<file path="config.mk">
export PLATFORM = sky130hd
export DESIGN_NAME = game_round_ctrl
export DESIGN_NICKNAME = d
export VERILOG_FILES = /design/src/rtl/game_pkg.sv /design/src/rtl/step_tick_gen.sv /design/src/rtl/game_round_ctrl.sv
export SDC_FILE = /design/constraint.sdc
export NUM_CORES = 1
export LEC_CHECK = 0
export ABC_AREA = 1
export BUFFER_PORTS_ARGS = -buffer_cell sky130_fd_sc_hd__buf_2
export CORE_MARGIN = 1
export CORE_UTILIZATION = 58
export CTS_BUF_LIST = sky130_fd_sc_hd__clkbuf_4
export CTS_CLUSTER_SIZE = 16
export DETAILED_ROUTE_END_ITERATION = 10
export PLACE_DENSITY = 0.86
export SYNTH_ARGS = -nofsm -noshare
export SYNTH_HDL_FRONTEND = slang
export SYNTH_SLANG_ARGS = --single-unit
</file>
<file path="constraint.sdc">
create_clock -name CLK -period 3.3 [get_ports CLK]
set_clock_uncertainty 0.05 [all_clocks]
set_input_delay 0.99 -clock CLK [delete_from_list [all_inputs] [get_ports CLK]]
set_output_delay 0.99 -clock CLK [all_outputs]
set_load 0.01 [all_outputs]
</file>
<file path="src/rtl/game_pkg.sv">
// Shared types and default timing constants for the Precision Button Press game.
package game_pkg;

  typedef enum logic [2:0] {
    IDLE = 3'd0,
    ARM  = 3'd1,
    PLAY = 3'd2,
    HOLD = 3'd3,
    OVER = 3'd4
  } state_t;

  localparam int unsigned EASY_DIV_DEF      = 50_000_000;
  localparam int unsigned HARD_DIV_DEF      = 12_500_000;
  localparam int unsigned HOLD_CYC_DEF      = 100_000_000;
  localparam int unsigned TIMEOUT_STEPS_DEF = 32;
  localparam int unsigned ROUNDS_DEF        = 8;
  localparam int unsigned MAX_MISS_DEF      = 3;
  localparam int unsigned DIV_W             = 32;
  localparam int unsigned ROUND_W           = 4;
  localparam int unsigned MISS_W            = 2;

  // Counter width able to hold 0..n-1, never narrower than one bit.
  function automatic int unsigned cnt_width(input int unsigned n);
    return (n > 1) ? $clog2(n) : 1;
  endfunction

endpackage

</file>
<file path="src/rtl/step_tick_gen.sv">
// Sweep step enable: while run is high, pulses tick once every divisor cycles.
module step_tick_gen
  import game_pkg::*;
#(
  parameter int unsigned CNT_W = 26
) (
  input  logic             CLK,
  input  logic             RST,
  input  logic             clear,
  input  logic             run,
  input  logic [DIV_W-1:0] divisor,
  output logic             tick
);

  logic [CNT_W-1:0] cnt;
  logic             wrap_c;

  assign wrap_c = run && (DIV_W'(cnt) == (divisor - DIV_W'(1)));

  always_ff @(posedge CLK or posedge RST) begin
    if (RST) begin
      cnt  <= '0;
      tick <= 1'b0;
    end else if (clear) begin
      cnt  <= '0;
      tick <= 1'b0;
    end else begin
      tick <= wrap_c;
      if (wrap_c) begin
        cnt <= '0;
      end else if (run) begin
        cnt <= cnt + CNT_W'(1);
      end
    end
  end

endmodule

</file>
<file path="src/rtl/game_round_ctrl.sv">
// Round/game sequencer: arms rounds, paces the LED sweep, judges presses,
// drives score pulses and tracks rounds and misses until the game ends.
module game_round_ctrl
  import game_pkg::*;
#(
  parameter int unsigned EASY_DIV      = EASY_DIV_DEF,
  parameter int unsigned HARD_DIV      = HARD_DIV_DEF,
  parameter int unsigned HOLD_CYC      = HOLD_CYC_DEF,
  parameter int unsigned TIMEOUT_STEPS = TIMEOUT_STEPS_DEF,
  parameter int unsigned ROUNDS        = ROUNDS_DEF,
  parameter int unsigned MAX_MISS      = MAX_MISS_DEF
) (
  input  logic               CLK,
  input  logic               RST,
  input  logic               START,
  input  logic               BTN,
  input  logic               DSW,
  input  logic               MATCH,
  output logic               STEP_EN,
  output logic               SWEEP_RUN,
  output logic               SCORE_INC,
  output logic               SCORE_CLR,
  output logic               RESULT_HIT,
  output logic               RESULT_MISS,
  output logic [ROUND_W-1:0] ROUND,
  output logic [MISS_W-1:0]  MISSES,
  output logic               GAME_OVER,
  output logic [2:0]         STATE
);

  localparam int unsigned MAX_DIV = (EASY_DIV > HARD_DIV) ? EASY_DIV : HARD_DIV;
  localparam int unsigned TICK_W  = cnt_width(MAX_DIV);
  localparam int unsigned HOLD_W  = cnt_width(HOLD_CYC);
  localparam int unsigned STEP_W  = $clog2(TIMEOUT_STEPS + 1);

  state_t state, state_n;

  logic btn_s1, btn_s2, btn_d;
  logic start_s1, start_s2, start_d;
  logic press_c, start_c, step_tick;

  logic [DIV_W-1:0]   div_q, div_n;
  logic [STEP_W-1:0]  step_cnt, step_n;
  logic [HOLD_W-1:0]  hold_cnt, hold_n;
  logic [ROUND_W-1:0] round_q, round_n;
  logic [MISS_W-1:0]  miss_q, miss_n, miss_sat_c;
  logic hit_q, hit_n, missr_q, missr_n;
  logic step_en_q, step_en_n, inc_q, inc_n, clr_q, clr_n;
  logic sweep_q, over_q;

  // Two-flop synchronizers plus one history flop for edge detection.
  always_ff @(posedge CLK or posedge RST) begin
    if (RST) begin
      btn_s1   <= 1'b0;
      btn_s2   <= 1'b0;
      btn_d    <= 1'b0;
      start_s1 <= 1'b0;
      start_s2 <= 1'b0;
      start_d  <= 1'b0;
    end else begin
      btn_s1   <= BTN;
      btn_s2   <= btn_s1;
      btn_d    <= btn_s2;
      start_s1 <= START;
      start_s2 <= start_s1;
      start_d  <= start_s2;
    end
  end

  assign press_c    = btn_d & ~btn_s2;
  assign start_c    = start_s2 & ~start_d;
  assign miss_sat_c = (miss_q == 2'd3) ? miss_q : miss_q + 2'd1;

  step_tick_gen #(
    .CNT_W (TICK_W)
  ) u_tick (
    .CLK     (CLK),
    .RST     (RST),
    .clear   (state == ARM),
    .run     (state == PLAY),
    .divisor (div_q),
    .tick    (step_tick)
  );

  always_ff @(posedge CLK or posedge RST) begin
    if (RST) state <= IDLE;
    else     state <= state_n;
  end

  always_comb begin
    state_n   = state;
    div_n     = div_q;
    step_n    = step_cnt;
    hold_n    = '0;
    round_n   = round_q;
    miss_n    = miss_q;
    hit_n     = hit_q;
    missr_n   = missr_q;
    step_en_n = 1'b0;
    inc_n     = 1'b0;
    clr_n     = 1'b0;
    case (state)
      IDLE, OVER: begin
        if (start_c) begin
          clr_n   = 1'b1;
          round_n = '0;
          miss_n  = '0;
          hit_n   = 1'b0;
          missr_n = 1'b0;
          state_n = ARM;
        end
      end
      ARM: begin
        div_n   = DSW ? DIV_W'(HARD_DIV) : DIV_W'(EASY_DIV);
        step_n  = '0;
        state_n = PLAY;
      end
      PLAY: begin
        // Press outranks both timeout and the step that would land this cycle.
        if (press_c) begin
          if (MATCH) begin
            inc_n = 1'b1;
            hit_n = 1'b1;
          end else begin
            miss_n  = miss_sat_c;
            missr_n = 1'b1;
          end
          state_n = HOLD;
        end else if (step_cnt == STEP_W'(TIMEOUT_STEPS)) begin
          miss_n  = miss_sat_c;
          missr_n = 1'b1;
          state_n = HOLD;
        end else if (step_tick) begin
          step_en_n = 1'b1;
          step_n    = step_cnt + STEP_W'(1);
        end
      end
      HOLD: begin
        if (hold_cnt == HOLD_W'(HOLD_CYC - 1)) begin
          round_n = round_q + 4'd1;
          hit_n   = 1'b0;
          missr_n = 1'b0;
          if ((round_q + 4'd1 == ROUND_W'(ROUNDS)) || (miss_q == MISS_W'(MAX_MISS))) begin
            state_n = OVER;
          end else begin
            state_n = ARM;
          end
        end else begin
          hold_n = hold_cnt + HOLD_W'(1);
        end
      end
      default: state_n = IDLE;
    endcase
  end

  // Counters and registered outputs, all derived from the next-state decode.
  always_ff @(posedge CLK or posedge RST) begin
    if (RST) begin
      div_q     <= '0;
      step_cnt  <= '0;
      hold_cnt  <= '0;
      round_q   <= '0;
      miss_q    <= '0;
      hit_q     <= 1'b0;
      missr_q   <= 1'b0;
      step_en_q <= 1'b0;
      inc_q     <= 1'b0;
      clr_q     <= 1'b0;
      sweep_q   <= 1'b0;
      over_q    <= 1'b0;
    end else begin
      div_q     <= div_n;
      step_cnt  <= step_n;
      hold_cnt  <= hold_n;
      round_q   <= round_n;
      miss_q    <= miss_n;
      hit_q     <= hit_n;
      missr_q   <= missr_n;
      step_en_q <= step_en_n;
      inc_q     <= inc_n;
      clr_q     <= clr_n;
      sweep_q   <= (state_n == PLAY);
      over_q    <= (state_n == OVER);
    end
  end

  assign STEP_EN     = step_en_q;
  assign SWEEP_RUN   = sweep_q;
  assign SCORE_INC   = inc_q;
  assign SCORE_CLR   = clr_q;
  assign RESULT_HIT  = hit_q;
  assign RESULT_MISS = missr_q;
  assign ROUND       = round_q;
  assign MISSES      = miss_q;
  assign GAME_OVER   = over_q;
  assign STATE       = state;

endmodule

</file>
# After elaboration in Yosys (flattened, before gate mapping)
# Cells that the tools add are included.
word_totals:
  register_bits: 114
  in_bits: 6
  out_inout_bits: 16
  elab_cells: 109
op_classes:
  add_sub_neg: 6
  n_eq_ne: 20
  muxes: 44
  n_bitwise: 4
  reduce_logical: 14
op_table:
  columns: ["operator", "n"]
  rows:
  - ["2-to-1 mux 26 bit", 4]
  - ["2-to-1 mux 27 bit", 2]
  - ["== test 26 x 32 -> 1 bit", 1]
  - ["subtractor 32 x 1 -> 32 bit, second input constant", 1]
  - ["adder 27 x 1 -> 27 bit, second input constant", 1]
  - ["== test 27 bit, second input constant", 1]
  - ["adder 26 x 1 -> 26 bit, second input constant", 1]
  - ["2-to-1 mux 6 bit", 3]
  - ["2-to-1 mux 1 bit", 17]
  - ["2-to-1 mux 3 bit", 5]
  - ["inequality test 2 bit, second input constant", 7]
  - ["case mux 3 bit (4 select lines)", 1]
  - ["case mux 6 bit (2 select lines)", 1]
  - ["2-to-1 mux 2 bit", 5]
  - ["AND reduction 5 bit", 2]
  - ["== test 3 x 2 -> 1 bit, second input constant", 3]
  - ["2-to-1 mux 4 bit", 2]
  - ["case mux 4 bit (2 select lines)", 1]
  - ["AND reduction 4 bit", 2]
  - ["adder 6 x 1 -> 6 bit, second input constant", 1]
  - ["== test 3 bit, second input constant", 2]
  - ["== test 6 bit, second input constant", 1]
  - ["inequality test 3 bit, second input constant", 2]
  - ["case mux 1 bit (3 select lines)", 2]
  - ["15 further kinds", 20]

# Logic depth before layout (Yosys ltp)
depth:
  word_depth: 7
  depth_mapped: 14
  mapped_depth_nobuf: 13

# By module
# A second synthesis with hierarchy kept.
unflattened:
  cells_unflattened: 970
  area_unflattened_um2: 6312.3
by_module_without_submodules:
  columns: ["mod", "n_inst", "cells_each", "area_per_inst_um2", "seq_area_each_um2"]
  rows:
  - ["step_tick_gen", 1, 568, 3211.8, 675.6]
  - ["game_round_ctrl", 1, 402, 3100.5, 1451.4]

# Worst setup path before layout
# Ideal clock, no wire load.
synth_timing:
  path_type: "register -> register"
  from: "reg div_q[18]"
  to: "reg u_tick.cnt[15]"
  setup_ns: 0.117
  arrival_ns: 1.594
  t_required_ns: 3.133
  setup_slack_ns: 1.540
  stages_incl_launch_ff: 15
  n_path_buf: 1
  synth_period_minus_slack_ns: 1.760
  cell_sequence: "dfrtp_1 > inv_1 > ha_1 > inv_1 > nand2_1 > nand2_1 > nand2_1 > nand2_1 > nor2_1 > nand2_1 > nor2_1 > nand3_1 > buf_2 > nand2_1 > nand2_1"
synth_via:
  elab_chain_len: 5
  elab_cells_between_ends: 6
  classes_between: "add/sub (1); eq/ne (1); mux (2); reduce/logical (2)"
synth_rtl:
  columns: ["element", "line_no", "rtl"]
  rows:
  - ["start, declared", "game_round_ctrl.sv:42", "logic [DIV_W-1:0] div_q, div_n;"]
  - ["start signal, assigned", "game_round_ctrl.sv:172", "div_q <= div_n;"]
  - ["subtractor 32 x 1 -> 32 bit (*)", "step_tick_gen.sv:18", "assign wrap_c = run && (DIV_W'(cnt) == (divisor - DIV_W'(1)));"]
  - ["== test 26 x 32 -> 1 bit (*)", "step_tick_gen.sv:18", null]
  - ["logical AND 1 bit (*)", "step_tick_gen.sv:18", null]
  - ["2-to-1 mux 26 bit", "step_tick_gen.sv:29", "if (wrap_c) begin"]
  - ["2-to-1 mux 26 bit", "step_tick_gen.sv:24", "end else if (clear) begin"]
  - ["end signal, assigned", "step_tick_gen.sv:32", "cnt <= cnt + CNT_W'(1);"]
  - ["end, declared", "step_tick_gen.sv:15", "logic [CNT_W-1:0] cnt;"]
# Mark *: on every way between the ends. The rest lies on a longest branch, timed or not.
# A chain may end at the register's enable or synchronous reset.

# Worst setup path after layout
layout_timing:
  from: "reg div_q[18]"
  to: "reg u_tick.cnt[25]"
# Same word-level chain as after synthesis.

==> metrics.md <==
| Metric | Value |
|---|---|
| Synth Instances | `727` |
| Initial drt markers | `435` |
| Core area | `8260 sq um` |
| Vias in the first global route | `4516` |
| Share of layout cells above drive strength 1 | `7.25%` |
| Routed WL | `11800 um` |
| WP data required | `3.59 ns` |
| Dpl cells | `848` |
| Register bit count reported by yosys | `85` |
| Die X | `94.7 um` |
| GPL Wtd Cong | `0.993` |
| Postcts setup bufs | `0` |
| Port buffer count | `21` |
| Worst-path maximum fanout | `13` |
| Slew Limit Fails | `0` |
| Pwr per Cell Area | `511 nW/um^2` |
| DRT antenna net count | `0` |
| Final HPWL from detailed placement | `8770 um` |
| Die ar. | `8970 sq um` |
| CTS max path bufs | `2` |
| Syn Std Cell Area | `4980 sq um` |
| Antenna diodes | `0` |
| I/O pins | `22` |
| Hold Path Class | `flop to flop` |
| Hold Fails Final Rpt | `0` |
| Initial Util | `60.3%` |
| Row cnt | `33` |
| Routed WL per cell | `13.7 um` |
| Root buf cell | `clkbuf_4` |
| Reg clk slew, reported paths | `0.13 ns` |
| Final setup vio count | `0` |
| Post-route insts no fill | `864` |
| CP arrival | `2.66 ns` |
| Vias | `4786` |
| Final net count | `768` |
| Crit path capture type | `flop` |
| FMAX | `422 MHz` |
| CP dominant cell by count | `nand2_1` |
| Num CTS Buffers | `9` |
| Crit path kind | `flop to flop` |
| Vias per inst | `5.54` |
| CP cell instances | `inv_1, ha_1, nand3_1, o21ai_1, nand2_1, nor2_1, nand3_1, buf_4, nand2_1, nand2_1` |
| Distinct cell type count after synthesis | `30` |
| CTS tree | `built` |
| Cts hold-fix bufs | `0` |
| Slowest cell delay on critical path | `0.45 ns` |
| Rel. slew slack | `62.2%` |
| DR pass1 iterations | `5` |
| Syn Nets | `741` |
| Syn avg cell area | `6.85 sq um` |
| Largest net degree at the start of global routing | `32` |
| DRC errors left | `0` |
| Tot GR Track Use | `27.6%` |
| Critical path's top delay family | `simple AND/OR/NAND/NOR gates` |
| Slowest-stage cell, CP | `dfrtp_1` |
| Worst skew pair latency | `0.45 ns` |
| Startpoint types | `flop` |
| Setup TNS | `0 ns` |
| Crit path time final | `2.37 ns` |
| H-tree Lvls | `3` |
| CTS resizes | `0` |
| Syn-to-layout area delta | `7.46%` |
| Lkg Pwr | `2.60 nW` |
| Clk sinks | `85` |
| First-pass GRT wire length | `19500 um` |
| Max Cap Violations | `0` |
| YS warnings | `0` |
| Commonest non-fill, non-tap cells in the layout | `nand2_1 (247), nor2_1 (123), inv_1 (86), dfrtp_1 (85), nand3_1 (45)` |
| Max IR drop VDD | `0.243 mV` |
| Status | `finished, final reports clean` |
| Most common cell after layout, fill and taps aside | `nand2_1` |
| Period utilisation layout | `71.8%` |
| Vert. Die Dim | `94.7 um` |
| Grt ovf | `0` |
| Antenna violations before repair | `0` |
| RSZ-0062 raised after global routing | `false` |
| Sequential element share of the synthesized area | `42.7%` |
| CP Buf/Inv Count | `2` |
| Slew @ Worst Pin | `0.564 ns` |
## synthesized netlist by cell type (all sizes together)
cell type | n | area share, %
nor3 | 19 | 1.9
o21ai | 25 | 2.5
o22ai | 2 | 0.25
buf | 4 | 0.53
xnor2 | 4 | 0.70
a31oi | 2 | 0.25
xor2 | 18 | 3.2
or2 | 2 | 0.25
nor3b | 1 | 0.15
clkbuf | 6 | 0.45
inv | 89 | 6.7
a32o | 1 | 0.20
nand2 | 251 | 19
o31ai | 5 | 0.75
dfrtp | 85 | 43
a21oi | 19 | 1.9
nand4 | 11 | 1.4
and2 | 1 | 0.13
nand3 | 46 | 4.7
ha | 8 | 2.0
clkinv | 1 | 0.075
nor2 | 127 | 10
## cell type report
cell class | instances | area [sq um]
fill | 694 | 2900
multi-input combinational | 542 | 2470
sequential | 85 | 2130
inverter | 90 | 339
timing repair buffer | 26 | 143
tap | 105 | 131
clock buffer | 10 | 75.1
clock inverter | 6 | 70.1
## state kept, by name (all words and copies together) (netlist names), 2 cells and up
register    flops
MISSES          2
div_q           3
hold_cnt       27
ROUND           4
step_cnt        6
u_tick.cnt     26
STATE           3
## path summary, 6_finish.rpt
kind                            from             end  slack (ns)  cells after the start
max                        div_q[18]  u_tick.cnt[25]        0.93                     10
min                         start_s1        start_s2        0.32                      0
max reg2reg                div_q[18]  u_tick.cnt[25]        0.93                     10
min reg2reg                 start_s1        start_s2        0.32                      0
max in group asynchronous        RST     hold_cnt[1]        1.98                      3
min in group asynchronous        RST        STATE[2]        0.49                      2
## metrics by stage
| step | utilization, % | hold WS, ns | instance area, sq um | power [mW] | setup slack, ns |
|---|---|---|---|---|---|
| floorplan | - | 0.281 | 4980 | 1.87 | 0.0665 |
| CTS | 64.8 | 0.324 | 5360 | 2.74 | 0.963 |
| detailed placement | 63.1 | 0.295 | 5210 | 2.12 | 0.961 |
| global route | 64.8 | 0.330 | 5360 | 2.92 | 0.679 |
| global placement | 63.1 | 0.284 | 5210 | 2.07 | 1.07 |
| finish | 64.8 | 0.321 | 5360 | 2.74 | 0.931 |
## power breakdown
part           internal [mW]  switching (mW)  total [mW]
clock                  0.246           0.381       0.628
combinational          0.251           0.632       0.883
sequential              1.14          0.0898        1.23
total                   1.64            1.10        2.74
## layer usage
layer	track usage, %	wire length, um
met4	9.09	197
met1	35.2	5140
met2	45.7	5600
met3	6.76	874
met5	0	0
## worst reg2reg max path, cell delays in order (launching register included)
cell	delay, ns
dfrtp_1	0.45
inv_1	0.18
ha_1	0.27
nand3_1	0.21
o21ai_1	0.19
nand2_1	0.06
nor2_1	0.10
nand3_1	0.31
buf_4	0.32
nand2_1	0.07
nand2_1	0.05
## kinds of logic after synthesis
kind of cell | after synthesis | synth area share (%)
fa+ha+maj | 8 | 2.01
xor+xnor | 22 | 3.87
compound gates | 54 | 5.87
simple gates | 458 | 37.8
flops | 85 | 42.7
buf+inv | 100 | 7.76
No activity file was read; power rests on OpenSTA's default activity.
